[config.mk]
export PLATFORM = sky130hd
export DESIGN_NAME = frame_scan_driver
export DESIGN_NICKNAME = d
export VERILOG_FILES = /design/src/rtl/frame_scan_driver.sv
export SDC_FILE = /design/constraint.sdc
export NUM_CORES = 1
export LEC_CHECK = 0
export CAP_MARGIN = 20
export CELL_PAD_IN_SITES_DETAIL_PLACEMENT = 0
export CELL_PAD_IN_SITES_GLOBAL_PLACEMENT = 1
export CORE_ASPECT_RATIO = 1.75
export CORE_MARGIN = 5
export CORE_UTILIZATION = 30
export DETAILED_ROUTE_END_ITERATION = 12
export GPL_ROUTABILITY_DRIVEN = 0
export GPL_TIMING_DRIVEN = 0
export PLACE_DENSITY_LB_ADDON = 0.1
export SLEW_MARGIN = 10
export SYNTH_ARGS = -nofsm -noshare
export SYNTH_HDL_FRONTEND = slang
export SYNTH_SLANG_ARGS = --single-unit
[constraint.sdc]
create_clock -name clk -period 2.2 [get_ports clk]
set_clock_uncertainty 0.05 [all_clocks]
set_input_delay 0.44 -clock clk [delete_from_list [all_inputs] [get_ports clk]]
set_output_delay 0.44 -clock clk [all_outputs]
set_load 0.02 [all_outputs]
[src/rtl/frame_scan_driver.sv]
// ----------------------------------------------------------------------------
// frame_scan_driver
//
// Purpose:
//   Display-side initiator of the pixel-fetch interface. Walks the 256x64
//   frame one pixel byte at a time. For each byte it drives the address,
//   waits FETCH_LAT clocks, captures the returned byte, and shifts it out
//   MSB-first on an SPI-style LCD link. One frame is sent per accepted
//   frame_start.
//
// Optional feature (macro FRAME_CMD_EN):
//   When defined, each frame is preceded by three command bytes
//   (CMD0, CMD1, CMD2) sent with lcd_dc=0. When undefined there is no
//   header logic and lcd_dc is tied high.
//
// Ports:
//   clk          system clock, rising edge
//   rst          asynchronous active-high reset
//   frame_start  request one frame, sampled only in IDLE
//   addrD[10:0]  pixel-byte address: [10:6] column group, [5:0] row
//   dataD[7:0]   pixel byte from the responder, bit7 = leftmost pixel
//   busy         high while a frame is in progress
//   frame_done   one-cycle pulse after the last byte
//   lcd_cs       chip select, active low
//   lcd_dc       1 = pixel data, 0 = command
//   lcd_sclk     serial clock, idle low, panel samples on rising edge
//   lcd_mosi     serial data
// ----------------------------------------------------------------------------
module frame_scan_driver #(
    parameter int         FETCH_LAT = 2,
    parameter int         SCLK_HALF = 1,
    parameter logic [7:0] CMD0      = 8'h00,
    parameter logic [7:0] CMD1      = 8'h10,
    parameter logic [7:0] CMD2      = 8'h40
) (
    input  logic        clk,
    input  logic        rst,
    input  logic        frame_start,
    output logic [10:0] addrD,
    input  logic [7:0]  dataD,
    output logic        busy,
    output logic        frame_done,
    output logic        lcd_cs,
    output logic        lcd_dc,
    output logic        lcd_sclk,
    output logic        lcd_mosi
);

    localparam int LW = (FETCH_LAT > 1) ? $clog2(FETCH_LAT) : 1;
    localparam int HW = (SCLK_HALF > 1) ? $clog2(SCLK_HALF) : 1;
    localparam logic [LW-1:0] LAT_LAST  = LW'(FETCH_LAT - 1);
    localparam logic [HW-1:0] HALF_LAST = HW'(SCLK_HALF - 1);
    localparam logic [10:0]   ADDR_LAST = 11'd2047;

`ifdef FRAME_CMD_EN
    typedef enum logic [2:0] {IDLE, HDR, FETCH, SHIFT, DONE} state_t;
`else
    typedef enum logic [2:0] {IDLE, FETCH, SHIFT, DONE} state_t;
`endif

    state_t          state_reg, state_next;
    logic [10:0]     addr_reg, addr_next;
    logic [LW-1:0]   lat_reg, lat_next;
    logic [HW-1:0]   half_reg, half_next;
    logic [2:0]      bit_reg, bit_next;
    logic [7:0]      shift_reg, shift_next;
    logic            sclk_reg, sclk_next;
    logic            mosi_reg, mosi_next;
    logic            cs_reg, cs_next;
    logic            busy_reg, busy_next;
    logic            done_reg, done_next;
    logic            serial_on;
    logic            byte_end;
`ifdef FRAME_CMD_EN
    logic            dc_reg, dc_next;
    logic [1:0]      hdr_reg, hdr_next;
`else
    logic [23:0]     cmd_unused;
    assign cmd_unused = {CMD0, CMD1, CMD2};
`endif

    always_ff @(posedge clk or posedge rst) begin
        if (rst) begin
            state_reg <= IDLE;
            addr_reg  <= '0;
            lat_reg   <= '0;
            half_reg  <= '0;
            bit_reg   <= '0;
            shift_reg <= '0;
            sclk_reg  <= 1'b0;
            mosi_reg  <= 1'b0;
            cs_reg    <= 1'b1;
            busy_reg  <= 1'b0;
            done_reg  <= 1'b0;
`ifdef FRAME_CMD_EN
            dc_reg    <= 1'b1;
            hdr_reg   <= '0;
`endif
        end else begin
            state_reg <= state_next;
            addr_reg  <= addr_next;
            lat_reg   <= lat_next;
            half_reg  <= half_next;
            bit_reg   <= bit_next;
            shift_reg <= shift_next;
            sclk_reg  <= sclk_next;
            mosi_reg  <= mosi_next;
            cs_reg    <= cs_next;
            busy_reg  <= busy_next;
            done_reg  <= done_next;
`ifdef FRAME_CMD_EN
            dc_reg    <= dc_next;
            hdr_reg   <= hdr_next;
`endif
        end
    end

    always_comb begin
        state_next = state_reg;
        addr_next  = addr_reg;
        lat_next   = lat_reg;
        half_next  = half_reg;
        bit_next   = bit_reg;
        shift_next = shift_reg;
        sclk_next  = sclk_reg;
        mosi_next  = mosi_reg;
        cs_next    = cs_reg;
        busy_next  = busy_reg;
        done_next  = 1'b0;
        byte_end   = 1'b0;
`ifdef FRAME_CMD_EN
        dc_next    = dc_reg;
        hdr_next   = hdr_reg;
        serial_on  = (state_reg == SHIFT) || (state_reg == HDR);
`else
        serial_on  = (state_reg == SHIFT);
`endif

        // Bit engine shared by pixel and header bytes: each bit is a low
        // phase then a high phase; mosi advances only as sclk falls.
        if (serial_on) begin
            if (half_reg != HALF_LAST) begin
                half_next = half_reg + 1'b1;
            end else begin
                half_next = '0;
                if (!sclk_reg) begin
                    sclk_next = 1'b1;
                end else if (bit_reg != 3'd7) begin
                    sclk_next  = 1'b0;
                    bit_next   = bit_reg + 3'd1;
                    shift_next = {shift_reg[6:0], 1'b0};
                    mosi_next  = shift_reg[6];
                end else begin
                    sclk_next = 1'b0;
                    bit_next  = '0;
                    byte_end  = 1'b1;
                end
            end
        end

        case (state_reg)
            IDLE: begin
                if (frame_start) begin
                    busy_next = 1'b1;
                    cs_next   = 1'b0;
                    addr_next = '0;
                    sclk_next = 1'b0;
                    half_next = '0;
                    bit_next  = '0;
`ifdef FRAME_CMD_EN
                    state_next = HDR;
                    dc_next    = 1'b0;
                    hdr_next   = '0;
                    shift_next = CMD0;
                    mosi_next  = CMD0[7];
`else
                    state_next = FETCH;
                    lat_next   = '0;
`endif
                end
            end
`ifdef FRAME_CMD_EN
            HDR: begin
                if (byte_end) begin
                    if (hdr_reg == 2'd2) begin
                        dc_next    = 1'b1;
                        state_next = FETCH;
                        addr_next  = '0;
                        lat_next   = '0;
                    end else begin
                        hdr_next   = hdr_reg + 2'd1;
                        shift_next = (hdr_reg == 2'd0) ? CMD1 : CMD2;
                        mosi_next  = (hdr_reg == 2'd0) ? CMD1[7] : CMD2[7];
                    end
                end
            end
`endif
            FETCH: begin
                // Address has been stable FETCH_LAT clocks: capture now.
                if (lat_reg == LAT_LAST) begin
                    shift_next = dataD;
                    mosi_next  = dataD[7];
                    sclk_next  = 1'b0;
                    half_next  = '0;
                    bit_next   = '0;
                    state_next = SHIFT;
                end else begin
                    lat_next = lat_reg + 1'b1;
                end
            end
            SHIFT: begin
                if (byte_end) begin
                    if (addr_reg == ADDR_LAST) begin
                        state_next = DONE;
                        done_next  = 1'b1;
                        busy_next  = 1'b0;
                        cs_next    = 1'b1;
                        addr_next  = '0;
                    end else begin
                        // Row in [5:0] runs fastest; its carry moves to the
                        // next column group in [10:6].
                        addr_next  = addr_reg + 11'd1;
                        lat_next   = '0;
                        state_next = FETCH;
                    end
                end
            end
            DONE: begin
                state_next = IDLE;
            end
            default: begin
                state_next = IDLE;
            end
        endcase
    end

    assign addrD      = addr_reg;
    assign busy       = busy_reg;
    assign frame_done = done_reg;
    assign lcd_cs     = cs_reg;
    assign lcd_sclk   = sclk_reg;
    assign lcd_mosi   = mosi_reg;
`ifdef FRAME_CMD_EN
    assign lcd_dc     = dc_reg;
`else
    assign lcd_dc     = 1'b1;
`endif

endmodule

## After elaboration in Yosys (flattened, before gate mapping)

Cells that the tools add are included.

- Bits in registers: 32
- Latch bits: 0
- Bits in writable memories: 0
- ROM bits: 0
- Input bits: 11
- Output and inout port bits: 17
- Logic and storage cells: 89
- Memories kept: 0

- Add/subtract/negate cells: 4
- $mul: 0
- Divide/modulo/power cells: 0
- $lt $le $gt $ge: 0
- Equality and inequality tests: 9
- Shift operators: 0
- Multiplexer cells: 58
- Bitwise logic cells: 0
- Reductions and logical operators: 7

Operators with widths:

| operator | number |
|---|---|
| 8-bit 2-to-1 mux | 6 |
| 11-bit 2-to-1 mux | 3 |
| 1-bit 2-to-1 mux | 31 |
| 3-bit 2-to-1 mux | 9 |
| 11-bit case mux with 2 select lines | 1 |
| 11-bit by 1-bit adder with 11-bit output (second input constant) | 1 |
| 11-bit == test (second input constant) | 1 |
| 3-bit case mux with 3 select lines | 1 |
| 1-bit case mux with 2 select lines | 4 |
| 4-bit AND reduction | 2 |
| 2-bit inequality test (second input constant) | 3 |
| 3-bit case mux with 2 select lines | 1 |
| 3-bit AND reduction | 2 |
| 2-bit by 1-bit inequality test with 1-bit output (second input constant) | 2 |
| 3-bit by 1-bit adder with 3-bit output (second input constant) | 1 |
| 3-bit by 1-bit == test with 1-bit output (second input constant) | 1 |
| 3-bit by 2-bit == test with 1-bit output (second input constant) | 1 |
| 3-bit zero test | 1 |
| 3-bit inequality test (second input constant) | 1 |
| 1-bit case mux with 3 select lines | 1 |
| 3-bit nonzero test | 1 |
| 1-bit adder (second input constant) | 2 |
| 2-bit 2-to-1 mux | 1 |
| 2-bit nonzero test | 1 |

## Longest topological paths before layout

Gate-level depths: netlist of the first run.

- Depth in word-level cells: 7
- Gate-level depth with buffers: 6
- Mapped depth without buffers: 6

## Least setup slack after synthesis of the first run

Ideal clock, no wire load.

- Path type: register to register
- From: register addr_reg[0] (netlist: addrD[0])
- To: register addr_reg[10] (netlist: addrD[10])
- Setup time: 0.083 ns
- Data arrival time: 1.733 ns
- Required time: 2.067 ns
- Setup slack: 0.334 ns
- Stages on the path, launching flop included: 6
- Cell sequence: dfrtp_1 ha_1 nand4_2 or3_1 or4_1 o21ai_0

- Cells in the longest elaborated chain, start to end: 4
- Elaborated cells on any way between the ends: 5

RTL lines:

| item | RTL line | text |
|---|---|---|
| start: declaration | 62 | `logic [10:0] addr_reg, addr_next;` |
| start signal: assignment | 101 | `addr_reg <= addr_next;` |
| 11-bit by 1-bit adder with 11-bit output / 11-bit == test (equally long branches) | 222, 213 |  |
| 11-bit 2-to-1 mux (*) | 213 | `if (addr_reg == ADDR_LAST) begin` |
| 11-bit 2-to-1 mux (*) | 212 | `if (byte_end) begin` |
| 11-bit case mux with 2 select lines (*) | 161 | `case (state_reg)` |

Every way passes the cells marked *; elsewhere a longest branch is shown, timed or not. The select of a mux whose other input is x is not followed.
A chain may end at the register's enable or synchronous reset.

## Final worst setup path of the first run

- From: register bit_reg[0]
- To: register addr_reg[8] (netlist: addrD[8])

- Cells in the longest elaborated chain, start to end: 7

RTL lines:

| item | RTL line | text |
|---|---|---|
| start: declaration | 65 | `logic [2:0] bit_reg, bit_next;` |
| start signal: assignment | 104 | `bit_reg <= bit_next;` |
| 3-bit inequality test | 148 | `end else if (bit_reg != 3'd7) begin` |
| 1-bit 2-to-1 mux | 148 |  |
| 1-bit 2-to-1 mux | 146 | `if (!sclk_reg) begin` |
| 1-bit 2-to-1 mux | 142 | `if (half_reg != HALF_LAST) begin` |
| 1-bit 2-to-1 mux | 141 | `if (serial_on) begin` |
| 2-bit by 1-bit inequality test with 1-bit output (no line) | n/a |  |
| 3-bit AND reduction (no line) | n/a |  |

Every way passes these cells.

==> impl_metrics.json, run 1 <==
{
  "final_design_area_no_fill_um2": 1950,
  "seq_area_frac_synth": 0.499,
  "ff2ff_path_depth": 6,
  "placementRows": 34,
  "async_reset_ff_frac": 1.00,
  "synth_seq_cells": 30,
  "pwr-share-clk": 0.428,
  "seqPwrFrac": 0.526,
  "use_met3": 0.0282,
  "dp_slack_ns": 0.00404,
  "relSlewSlack": 0.652,
  "cts_resized": 0,
  "syn2layout_area_growth_pct": 29.6,
  "finalMaxSlewViolations": 0,
  "start_util": 0.305,
  "grt_pass1_vias": 1303,
  "clock-root-buffer": "clkbuf_8",
  "critical_path_class": "reg2reg",
  "grt_pass1_wl_mm": 6.47,
  "wire_per_inst_um": 15.4,
  "grt_use_met1": 0.132,
  "switching_share": 0.209,
  "p_leak_nw": 0.850,
  "combPwrFrac": 0.046,
  "ys_top_cells_by_area": "dfrtp_1, a21oi_1, nor2_1",
  "drc": 0,
  "vias_per_cell": 4.99,
  "end_kind": "flip-flop",
  "dpl.cell_count": 231,
  "layout_setup_ws_ns": 0.153,
  "synth_top_area_frac": 0.482,
  "post-cts-setup-buffers": 0,
  "dr.pass1.iters": 4,
  "timing.final.hold_violations": 0,
  "period_share": 0.931,
  "yosysWarnings": 0,
  "final_cell_mix": "dfrtp_1, clkdlybuf4s50_1, nor2_1",
  "final_cells": 239,
  "synth_fp_nets": 164,
  "cts.sinks": 30,
  "fmax_mhz": 488,
  "core_um2": 4930,
  "synth-edff-count": 0,
  "synth.avg_cell_area_um2": 10.0,
  "setup_viol": 0,
  "largest_reg_flops": 11,
  "tns_ns": 0,
  "grtUsageTotal": 0.122,
  "p_int_w": 0.000838,
  "antennaDiodeCount": 0,
  "grt_antenna_before_repair": 0,
  "drv_cap": 0,
  "worstPathArrival_ns": 2.20,
  "hold_class": "in2async",
  "postPlaceCellArea_um2": 1860,
  "busiest_layer": "met2",
  "vias": 1192,
  "worst_pin_slew_ns": 0.509,
  "totalPowerFinal_w": 0.00106,
  "ff2ff_setup_slack_ns": 0.15,
  "ir_drop_uv": 385,
  "final_nets": 198,
  "reg2reg_to": "addrD[8]$_DFFE_PP0P_",
  "ys.flop_type": "dfrtp_1",
  "groute.layer.met2.usage": 0.222,
  "final_common_cell": "dfrtp_1",
  "die_y_um": 104,
  "die_w_um": 63.6,
  "startpoint_type": "flip-flop",
  "hpwl_mm": 2.81,
  "reg2reg_from": "bit_reg[0]$_DFF_PP0_",
  "cp.required_ns": 2.35,
  "path_max_fanout": 9,
  "netSwitchingPower_w": 0.000222,
  "postCtsHoldBufs": 0,
  "io_buffer_count": 26,
  "cts_tree": "yes",
  "rsz0062_at_grt": "false",
  "cts_buffers": 5,
  "syn_area_um2": 1510,
  "synth_cells": 150,
  "ant_nets": 0,
  "drt_iter0_drc": 42,
  "ctsHtreeMaxLevel": 2,
  "ys_types": 37,
  "drive_above_1_share": 0.103,
  "status": "finished, final reports clean",
  "fin_crit_ns": 2.05,
  "powerDensity_nw_per_um2": 543,
  "grt.overflow.total": 0,
  "clk_path_buf_depth": 2,
  "startpoint": "bit_reg[0]$_DFF_PP0_",
  "io_pins": 28,
  "dieArea_um2": 6590,
  "clkSlewWorstSetupHoldPaths_ns": 0.06,
  "yosys.area.top_type": "dfrtp_1",
  "grt_max_degree": 22,
  "clock_latency_ns": 0.28,
  "wl_mm": 3.68
}
-- power by group through the flow --
| stage | Clock (W) | Sequential, W | Combinational [W] |
|---|---|---|---|
| global route | 0.000502 | 0.000557 | 0.0000544 |
| detailed placement | 0 | 0.000567 | 0.0000506 |
| finish | 0.000453 | 0.000557 | 0.0000490 |
| CTS | 0.000474 | 0.000557 | 0.0000509 |
| global placement | 0 | 0.000567 | 0.0000438 |
| floorplan | 0 | 0.000569 | 0.0000154 |
-- cell families (layout without fill, tap and decap cells) --
| kind of cell | count (synthesis) | count (layout) | synth area share |
|---|---|---|---|
| buffers and inverters | 11 | 46 | 0.0332 |
| DFF | 30 | 30 | 0.499 |
| AOI/OAI and AO/OA | 32 | 32 | 0.132 |
| adders and majority gates | 3 | 3 | 0.0249 |
| other | 1 | 1 | 0.00249 |
| and+or+nand+nor | 58 | 58 | 0.213 |
| xor gates and xnor gates | 7 | 7 | 0.0407 |
| muxes | 8 | 8 | 0.0540 |
-- worst max-delay path, stage by stage (launching register included) --
cell and delay [ns]:
dfrtp_1 0.38, ha_1 0.16, ha_1 0.28, nand4b_4 0.18, a21o_1 0.33, or4_1 0.43, a21oi_1 0.16
-- through the flow --
step / util / hold slack [ns]
2_1_floorplan: - / 0.449
3_3_place_gp: 0.372 / 0.424
3_5_place_dp: 0.377 / 0.427
4_1_cts: 0.396 / 0.433
5_1_grt: 0.396 / 0.449
6_report: 0.396 / 0.420
-- layer usage --
metal | wire length, um | part of all wire | vias to the layer above
met5 | 0 | 0 | -
met4 | 76 | 0.021 | 0
met3 | 97 | 0.026 | 5
met2 | 2020 | 0.55 | 22
met1 | 1490 | 0.40 | 576
li1 | - | - | 589
-- layout make-up --
type                       count  area, um^2
tap                           54        67.6
sequential                    30         752
buffer                         5        27.5
multi-input combinational    109         704
timing repair buffer          27         288
fill                         512        2980
clock buffer                   8        90.1
inverter                       6        22.5
-- worst max path at each step --
stage / slack [ns] / end / cells after the start
finish: 0.15 / addrD[8]$_DFFE_PP0P_ / 6
global route: 0.002 / addrD[8]$_DFFE_PP0P_ / 6
floorplan: 0.33 / addrD[10]$_DFFE_PP0P_ / 5
global placement: 0.002 / addrD[8]$_DFFE_PP0P_ / 6
CTS: 0.14 / addrD[8]$_DFFE_PP0P_ / 6
detailed placement: 0.004 / addrD[8]$_DFFE_PP0P_ / 6
-- Yosys cell counts (3+ instances only) --
cell	instances
nand2_1	12
o21ai_0	5
nor2_1	20
a21oi_1	15
nand2b_1	4
nand3_1	4
dfrtp_1	29
nor3_1	3
xnor2_1	7
ha_1	3
mux2i_1	7
a211oi_1	4
inv_1	6
No activity file was read; power rests on OpenSTA's default activity.
==> run 2, diff against run 1 <==
--- a/config.mk
+++ b/config.mk
@@ -14,7 +14,7 @@
 export DETAILED_ROUTE_END_ITERATION = 12
 export GPL_ROUTABILITY_DRIVEN = 0
 export GPL_TIMING_DRIVEN = 0
-export PLACE_DENSITY_LB_ADDON = 0.1
+export PLACE_DENSITY_LB_ADDON = 0.08
 export SLEW_MARGIN = 10
 export SYNTH_ARGS = -nofsm -noshare
 export SYNTH_HDL_FRONTEND = slang
==> impl_metrics.json, run 2 (synthesis results as in run 1) <==
{
  "max_stage_delay_ns": 0.43,
  "cts_tree": "yes",
  "cpMostUsedCell": "ha_1",
  "cp_cell_sequence": "ha_1 > ha_1 > nand4b_4 > a21o_1 > or4_1 > a21oi_1",
  "timing.final.hold_violations": 0,
  "grt.overflow.total": 0,
  "reg2reg_to": "addrD[8]$_DFFE_PP0P_",
  "postCtsHoldBufs": 0,
  "crit_path_end": "addrD[8]$_DFFE_PP0P_",
  "relSlewSlack": 0.531,
  "tns_ns": 0,
  "clock_latency_ns": 0.28,
  "critical-path-top-delay-family": "simple AND/OR/NAND/NOR gates",
  "drc": 0,
  "worstPathArrival_ns": 2.21,
  "regArea_um2": 752,
  "ant_nets": 0,
  "drive_above_1_share": 0.108,
  "worst_pin_slew_ns": 0.702,
  "final_common_cell": "dfrtp_1",
  "ff2ff_path_depth": 6,
  "path_max_fanout": 9,
  "fin_crit_ns": 2.05,
  "hpwl_mm": 2.86,
  "post-cts-setup-buffers": 0,
  "fmax_mhz": 487,
  "final_cell_mix": "dfrtp_1, clkdlybuf4s50_1, nor2_1",
  "syn2layout_area_growth_pct": 29.7,
  "p_leak_nw": 0.852,
  "die_w_um": 63.6,
  "antennaDiodeCount": 0,
  "grt_pass1_vias": 1326,
  "io_pins": 28,
  "clkSlewWorstSetupHoldPaths_ns": 0.07,
  "period_share": 0.933,
  "wl_mm": 3.76,
  "dr.pass1.iters": 4,
  "whs_ns": 0.437,
  "die_y_um": 104,
  "multi_input_area_um2": 704,
  "rsz0062_at_grt": "false",
  "cp.required_ns": 2.36,
  "clk_path_buf_depth": 2,
  "cts_buffers": 5,
  "crit_slowest_cell": "or4_1",
  "largest_reg_flops": 11,
  "startpoint": "bit_reg[0]$_DFF_PP0_",
  "cts_resized": 0,
  "placementRows": 34,
  "cts.sinks": 30,
  "reg2reg_from": "bit_reg[0]$_DFF_PP0_",
  "status": "finished, final reports clean",
  "cp.depth": 6,
  "fillCellCount": 522,
  "grt_pass1_wl_mm": 6.40,
  "clock-root-buffer": "clkbuf_8",
  "cp_num_buf_inv": 0,
  "grt_max_degree": 17,
  "grt_antenna_before_repair": 0,
  "ir_drop_uv": 496,
  "powerDensity_nw_per_um2": 550,
  "postPlaceCellArea_um2": 1860,
  "ctsHtreeMaxLevel": 2,
  "vias": 1204,
  "end_kind": "flip-flop",
  "vias_per_cell": 5.04,
  "min-delay-start": "lcd_cs$_DFFE_PP1P_",
  "hold_class": "reg2reg",
  "io_buffer_count": 26,
  "dieArea_um2": 6590,
  "setup_viol": 0,
  "ff2ff_setup_slack_ns": 0.15,
  "core_um2": 4930,
  "wire_per_inst_um": 15.7,
  "startpoint_type": "flip-flop",
  "drt_iter0_drc": 31,
  "grtUsageTotal": 0.122,
  "drv_cap": 0,
  "critical_path_class": "reg2reg",
  "final_nets": 198,
  "final_design_area_no_fill_um2": 1950,
  "start_util": 0.305,
  "finalMaxSlewViolations": 0
}
-- run 2: cell count changes in the layout (fill, tap and decap cells not counted), sizes merged --
| cell | delta |
|---|---|
| clkbuf | -1 |
| clkinv | +1 |
-- run 2: cell type report --
cell class              instances  area share
plain buffers                   5      0.0141
multi-input cells             109       0.361
clock buffers                   7      0.0442
clock inverters                 1     0.00256
inverters                       6      0.0115
repair buffers                 27       0.147
flip-flops and latches         30       0.385
well taps                      54      0.0346
-- run 2: how the worst min path moves through the flow --
| stage | depth (start not counted) | end |
|---|---|---|
| 2_1_floorplan | 1 | state_reg[0]$_DFFE_PP0P_ |
| 3_3_place_gp | 2 | lcd_cs$_DFFE_PP1P_ |
| 3_5_place_dp | 2 | lcd_cs$_DFFE_PP1P_ |
| 4_1_cts | 2 | lcd_cs$_DFFE_PP1P_ |
| 5_1_grt | 2 | lcd_cs$_DFFE_PP1P_ |
| 6_report | 2 | lcd_cs$_DFFE_PP1P_ |
-- run 2: worst register-to-register path, delay by kind of cell, from the launching register on --
kind / cells / cell delay (ns)
simple gates: 2 / 0.61
flops: 1 / 0.37
fa+ha+maj: 2 / 0.44
compound gates: 2 / 0.50
-- run 2: report_power, final --
group	switching, W	internal [W]	total (W)
Combinational	0.0000220	0.0000276	0.0000497
Sequential	0.00000193	0.000555	0.000557
Clock	0.000216	0.000252	0.000468
-- run 2: through the flow --
step | std cells | utilization | power [W] | worst slack, ns
finish | 239 | 0.396 | 0.00107 | 0.147
global route | 239 | 0.396 | 0.00112 | 0.0227
CTS | 239 | 0.396 | 0.00109 | 0.123
detailed placement | 231 | 0.377 | 0.000618 | -0.0546
global placement | 230 | 0.372 | 0.000611 | -0.0148
floorplan | 150 | - | 0.000585 | 0.334
-- run 2: layer usage --
metal  part of all wire  GRT usage  vias up
met3              0.050     0.0347        8
met4              0.028     0.0565        0
met1               0.36      0.125      569
met5                  0          0        -
met2               0.56      0.220       35
li1                   -          -      592
==> RTL change 1: new RTL, flow settings as in run 1 <==
Build with the macro `FRAME_CMD_EN` defined.
--- a/src/rtl/frame_scan_driver.sv
+++ b/src/rtl/frame_scan_driver.sv
@@ -26,6 +26,8 @@
 //   lcd_sclk     serial clock, idle low, panel samples on rising edge
 //   lcd_mosi     serial data
 // ----------------------------------------------------------------------------
+`define FRAME_CMD_EN
+
 module frame_scan_driver #(
     parameter int         FETCH_LAT = 2,
     parameter int         SCLK_HALF = 1,
Function: changed (a bounded check fails within 4 cycles, from zero or initial values and one cycle with rst high).
==> RTL change 1 against run 1 <==
Setup slack better by 29 ps; wire length increased by 32%; synthesized cell count grew 27%; sequential cell count rose by 4; critical path type unchanged; synthesized area up 23%; cell area is 19% higher; highest routed layer unchanged; critical endpoint is now addrD[3].
Power is not compared: it rests on default switching activity, and its combinational part moved more than twofold at a synthesized area within 25%.
==> RTL change 1: results (changes against run 1) <==
stage;metric;value;unit;change
status;status;finished clean;;
final_layout;fin cells;305;;+28%
detailed_routing;Via density;5.111;;+2.5%
critical_path;worst-path maximum fanout;6;;-3
synthesis;top cells by area, synth;dfrtp_1 43%, nand2_1 5.1%, mux2i_1 4.3%;;
global_route;grt met3 use;2.822;%;+0.0050 points
synthesis;register area share after synthesis;45.99;%;-3.9 points
global_route;largest net degree at the start of global routing;35;;+59%
synthesis;top cell type's share of synthesized area;43.16;%;-5.0 points
critical_path;CP max stage delay;460;ps;+30 ps
placement;Inst Count DP;297;;+29%
detailed_routing;Avg WL per Cell;15.97;um;+3.6%
global_route;vias in the first global route;1643;;+26%
synthesis;Post-Synthesis Cells;190;;+27%
synthesis;synth unique cells;49;;+32%
global_route;global-route met2 utilization;24.23;%;+2.0 points
sta;worst slew pin tran;736.8;ps;+227.8 ps
placement;PortBufs;27;;+3.8%
hold_path;hold crit path type;reg -> reg;;
synthesis;Mapped Nets;207;;+26%
global_route;met1 Use GR;13.74;%;+0.56 points
global_route;GRT Util Overall;12.99;%;+0.74 points
detailed_routing;top sig layer;met4;;
final_layout;fillers;629;;+23%
final_layout;nets@finish;241;;+22%
placement;hpwl dp;3627;um;+29%
detailed_routing;1st-iter DRT viols;90;;+110%
global_route;first-pass GRT wire length;8169;um;+26%
placement;worst slack, placed;-96.70;ps;-100.7 ps
clock_network;clk_lat worst skew;290;ps;
synthesis;Commonest cells post-synth;32 x dfrtp_1, 25 x nand2_1, 13 x o21ai_0, 11 x nor2_1, 10 x a21oi_1;;
[RTL change 1: final timing paths]
path	slack, ps	cells past startpoint	end
setup / recovery	180	6	addrD[3]
hold / removal	460	1	addrD[10]
setup reg to reg	180	6	addrD[3]
hold reg to reg	460	1	addrD[10]
max in group asynchronous	1080	2	shift_reg[1]
min in group asynchronous	540	2	addrD[5]
[RTL change 1: layout make-up]
type / count / area (um^2) / share of cell area, %
inverter: 6 / 22.52 / 0.9672
tap: 80 / 100.1 / 4.299
multi-input combinational: 143 / 942.2 / 40.46
buffer: 7 / 45.04 / 1.934
clock inverter: 2 / 12.51 / 0.5373
sequential: 34 / 853.3 / 36.65
timing repair buffer: 27 / 270.3 / 11.61
clock buffer: 6 / 82.58 / 3.546
[RTL change 1: cell families after synthesis]
group,count (synthesis),share of synthesized area (%)
adders and majority gates,6,4.046
AOI/OAI and AO/OA,50,17.67
and+or+nand+nor,78,23.87
muxes,9,4.923
buffers and inverters,13,3.506
DFF,34,45.99
==> RTL change 2: new RTL, config.mk and constraints of run 1 <==
Made on the original files. Add an input register stage for `dataD`; this delays it by one clock. The other inputs are not delayed to match.
--- a/src/rtl/frame_scan_driver.sv
+++ b/src/rtl/frame_scan_driver.sv
@@ -52,6 +52,12 @@
     localparam logic [HW-1:0] HALF_LAST = HW'(SCLK_HALF - 1);
     localparam logic [10:0]   ADDR_LAST = 11'd2047;
 
+    logic [7:0] dataD_q;
+
+    always_ff @(posedge clk) begin
+        dataD_q <= dataD;
+    end
+
 `ifdef FRAME_CMD_EN
     typedef enum logic [2:0] {IDLE, HDR, FETCH, SHIFT, DONE} state_t;
 `else
@@ -198,8 +204,8 @@
             FETCH: begin
                 // Address has been stable FETCH_LAT clocks: capture now.
                 if (lat_reg == LAT_LAST) begin
-                    shift_next = dataD;
-                    mosi_next  = dataD[7];
+                    shift_next = dataD_q;
+                    mosi_next  = dataD_q[7];
                     sclk_next  = 1'b0;
                     half_next  = '0;
                     bit_next   = '0;
Behaviour: not the same (Yosys sat finds a counterexample within 4 cycles, from zero or initial values and one cycle with rst high).
==> RTL change 2 against run 1 <==
First-iteration DRC count down 29%; cell area up 13%; final cell count up 14%; synthesized area up 11%; via count up 5.8%; wire length up 2.6%; clock power up 62%; sequential cell count up 8; total power up 42%; setup slack better by 69 ps; global-route usage down 0.29 points; largest power group is now the clock network; highest routed layer unchanged.
==> RTL change 2: results (changes against run 1) <==
stage;metric;value;unit;change
final_layout;number of clock buffers in the layout;6;;-2
detailed_routing;final WL;3780;um;+2.6%
final_layout;fin cells;273;;+14%
clock_network;CTS clk-pin slew, worst paths;80;ps;+20 ps
synthesis;Yosys reg bits;38;;+27%
die;Die Wd;66.56;um;+4.7%
critical_path;CP max stage delay;560;ps;+130 ps
final_layout;Data buffer area share;15.27;%;-0.89 points
critical_path;worst-path maximum fanout;10;;+1
placement;worst slack, placed;54.80;ps;+50.76 ps
global_route;GRT Util Overall;11.96;%;-0.29 points
pwr;P_int;1.223;mW;+46%
final_layout;Non-clk bufs;34;;+6.3%
pwr;Max rail drop VDD;0.3911;mV;+1.7%
critical_path;Crit path arrival time;2100;ps;-100 ps
critical_path;CP max-delay cell;or4_4;;
synthesis;Synth Area in XOR/XNOR;1.043;%;-3.0 points
synthesis;top cells by area, synth;dfrtp_1 43%, dfxtp_1 9.5%, mux2i_1 6.0%;;
detailed_routing;1st-iter DRT viols;30;;-29%
status;status;finished clean;;
synthesis;Adder-Cell Fraction of Synth Area;2.235;%;-0.26 points
pwr;Seq power;714;uW;+28%
critical_path;crit path capture;addrD[9];;
synthesis;synth unique cells;44;;+19%
pwr;Comb power frac;3.8;%;-0.8 points
synthesis;register area share after synthesis;54.32;%;+4.4 points
synthesis;Commonest cells post-synth;29 x dfrtp_1, 18 x nor2_1, 14 x nand2_1, 12 x a21oi_1, 10 x mux2i_1;;
final_layout;fillers;573;;+12%
global_route;first-pass GRT wire length;6644;um;+2.8%
global_route;vias in the first global route;1290;;-1.0%
synthesis;Synth Area in Compound Gates;11.33;%;-1.9 points
final_layout;Multi-input gate area;695.7;um^2;-1.2%
pwr;comb pwr;57.3;uW;+17%
final_layout;Core Util, Final;40.12;%;+0.56 points
sta;minimum hold slack;408.9;ps;-11.29 ps
final_layout;multi-input logic cell count;111;;+1.8%
synthesis;post-synthesis async set-or-reset flop share;78.95;%;-21 points
final_layout;fraction of layout cells with a size suffix above 1;14.21;%;+3.9 points
critical_path;RR Startpoint;addrD[0];;
final_layout;ClkCell Share;6.470;%;+1.9 points
synthesis;Mapped Nets;176;;+7.3%
synthesis;syn_area_per_cell;10.36;um^2;+3.2%
[RTL change 2: cell types whose count changed after synthesis, sizes merged, moves of 4 or more]
cell           run 1  this run
dfxtp              0         8
xnor2              7         1
o21ai              5        10
a211oi             4         0
buf                3         7
nor3               4         0
[RTL change 2: metal layers]
layer | global-route usage, % | share of wire (%) | vias to the layer above
li1 | - | - | 632
met3 | 2.474 | 4.0 | 6
met4 | 4.360 | 1.5 | 0
met5 | 0 | 0 | -
met2 | 21.66 | 56 | 28
met1 | 13.45 | 38 | 595
[RTL change 2: worst register-to-register path, cell delays in order (launching register included)]
cell and delay (ps):
dfrtp_1 450, ha_1 250, nand3_2 130, or4_4 560, buf_6 160, nand3_1 140
o211ai_1 120
[RTL change 2: logic make-up (layout without fill, tap and decap cells)]
logic type | count (synthesis) | after routing
AOI/OAI and AO/OA | 32 | 32
xor gates and xnor gates | 2 | 2
adders and majority gates | 3 | 3
buffers and inverters | 13 | 48
DFF | 38 | 38
muxes | 10 | 10
other | 1 | 1
and+or+nand+nor | 63 | 63
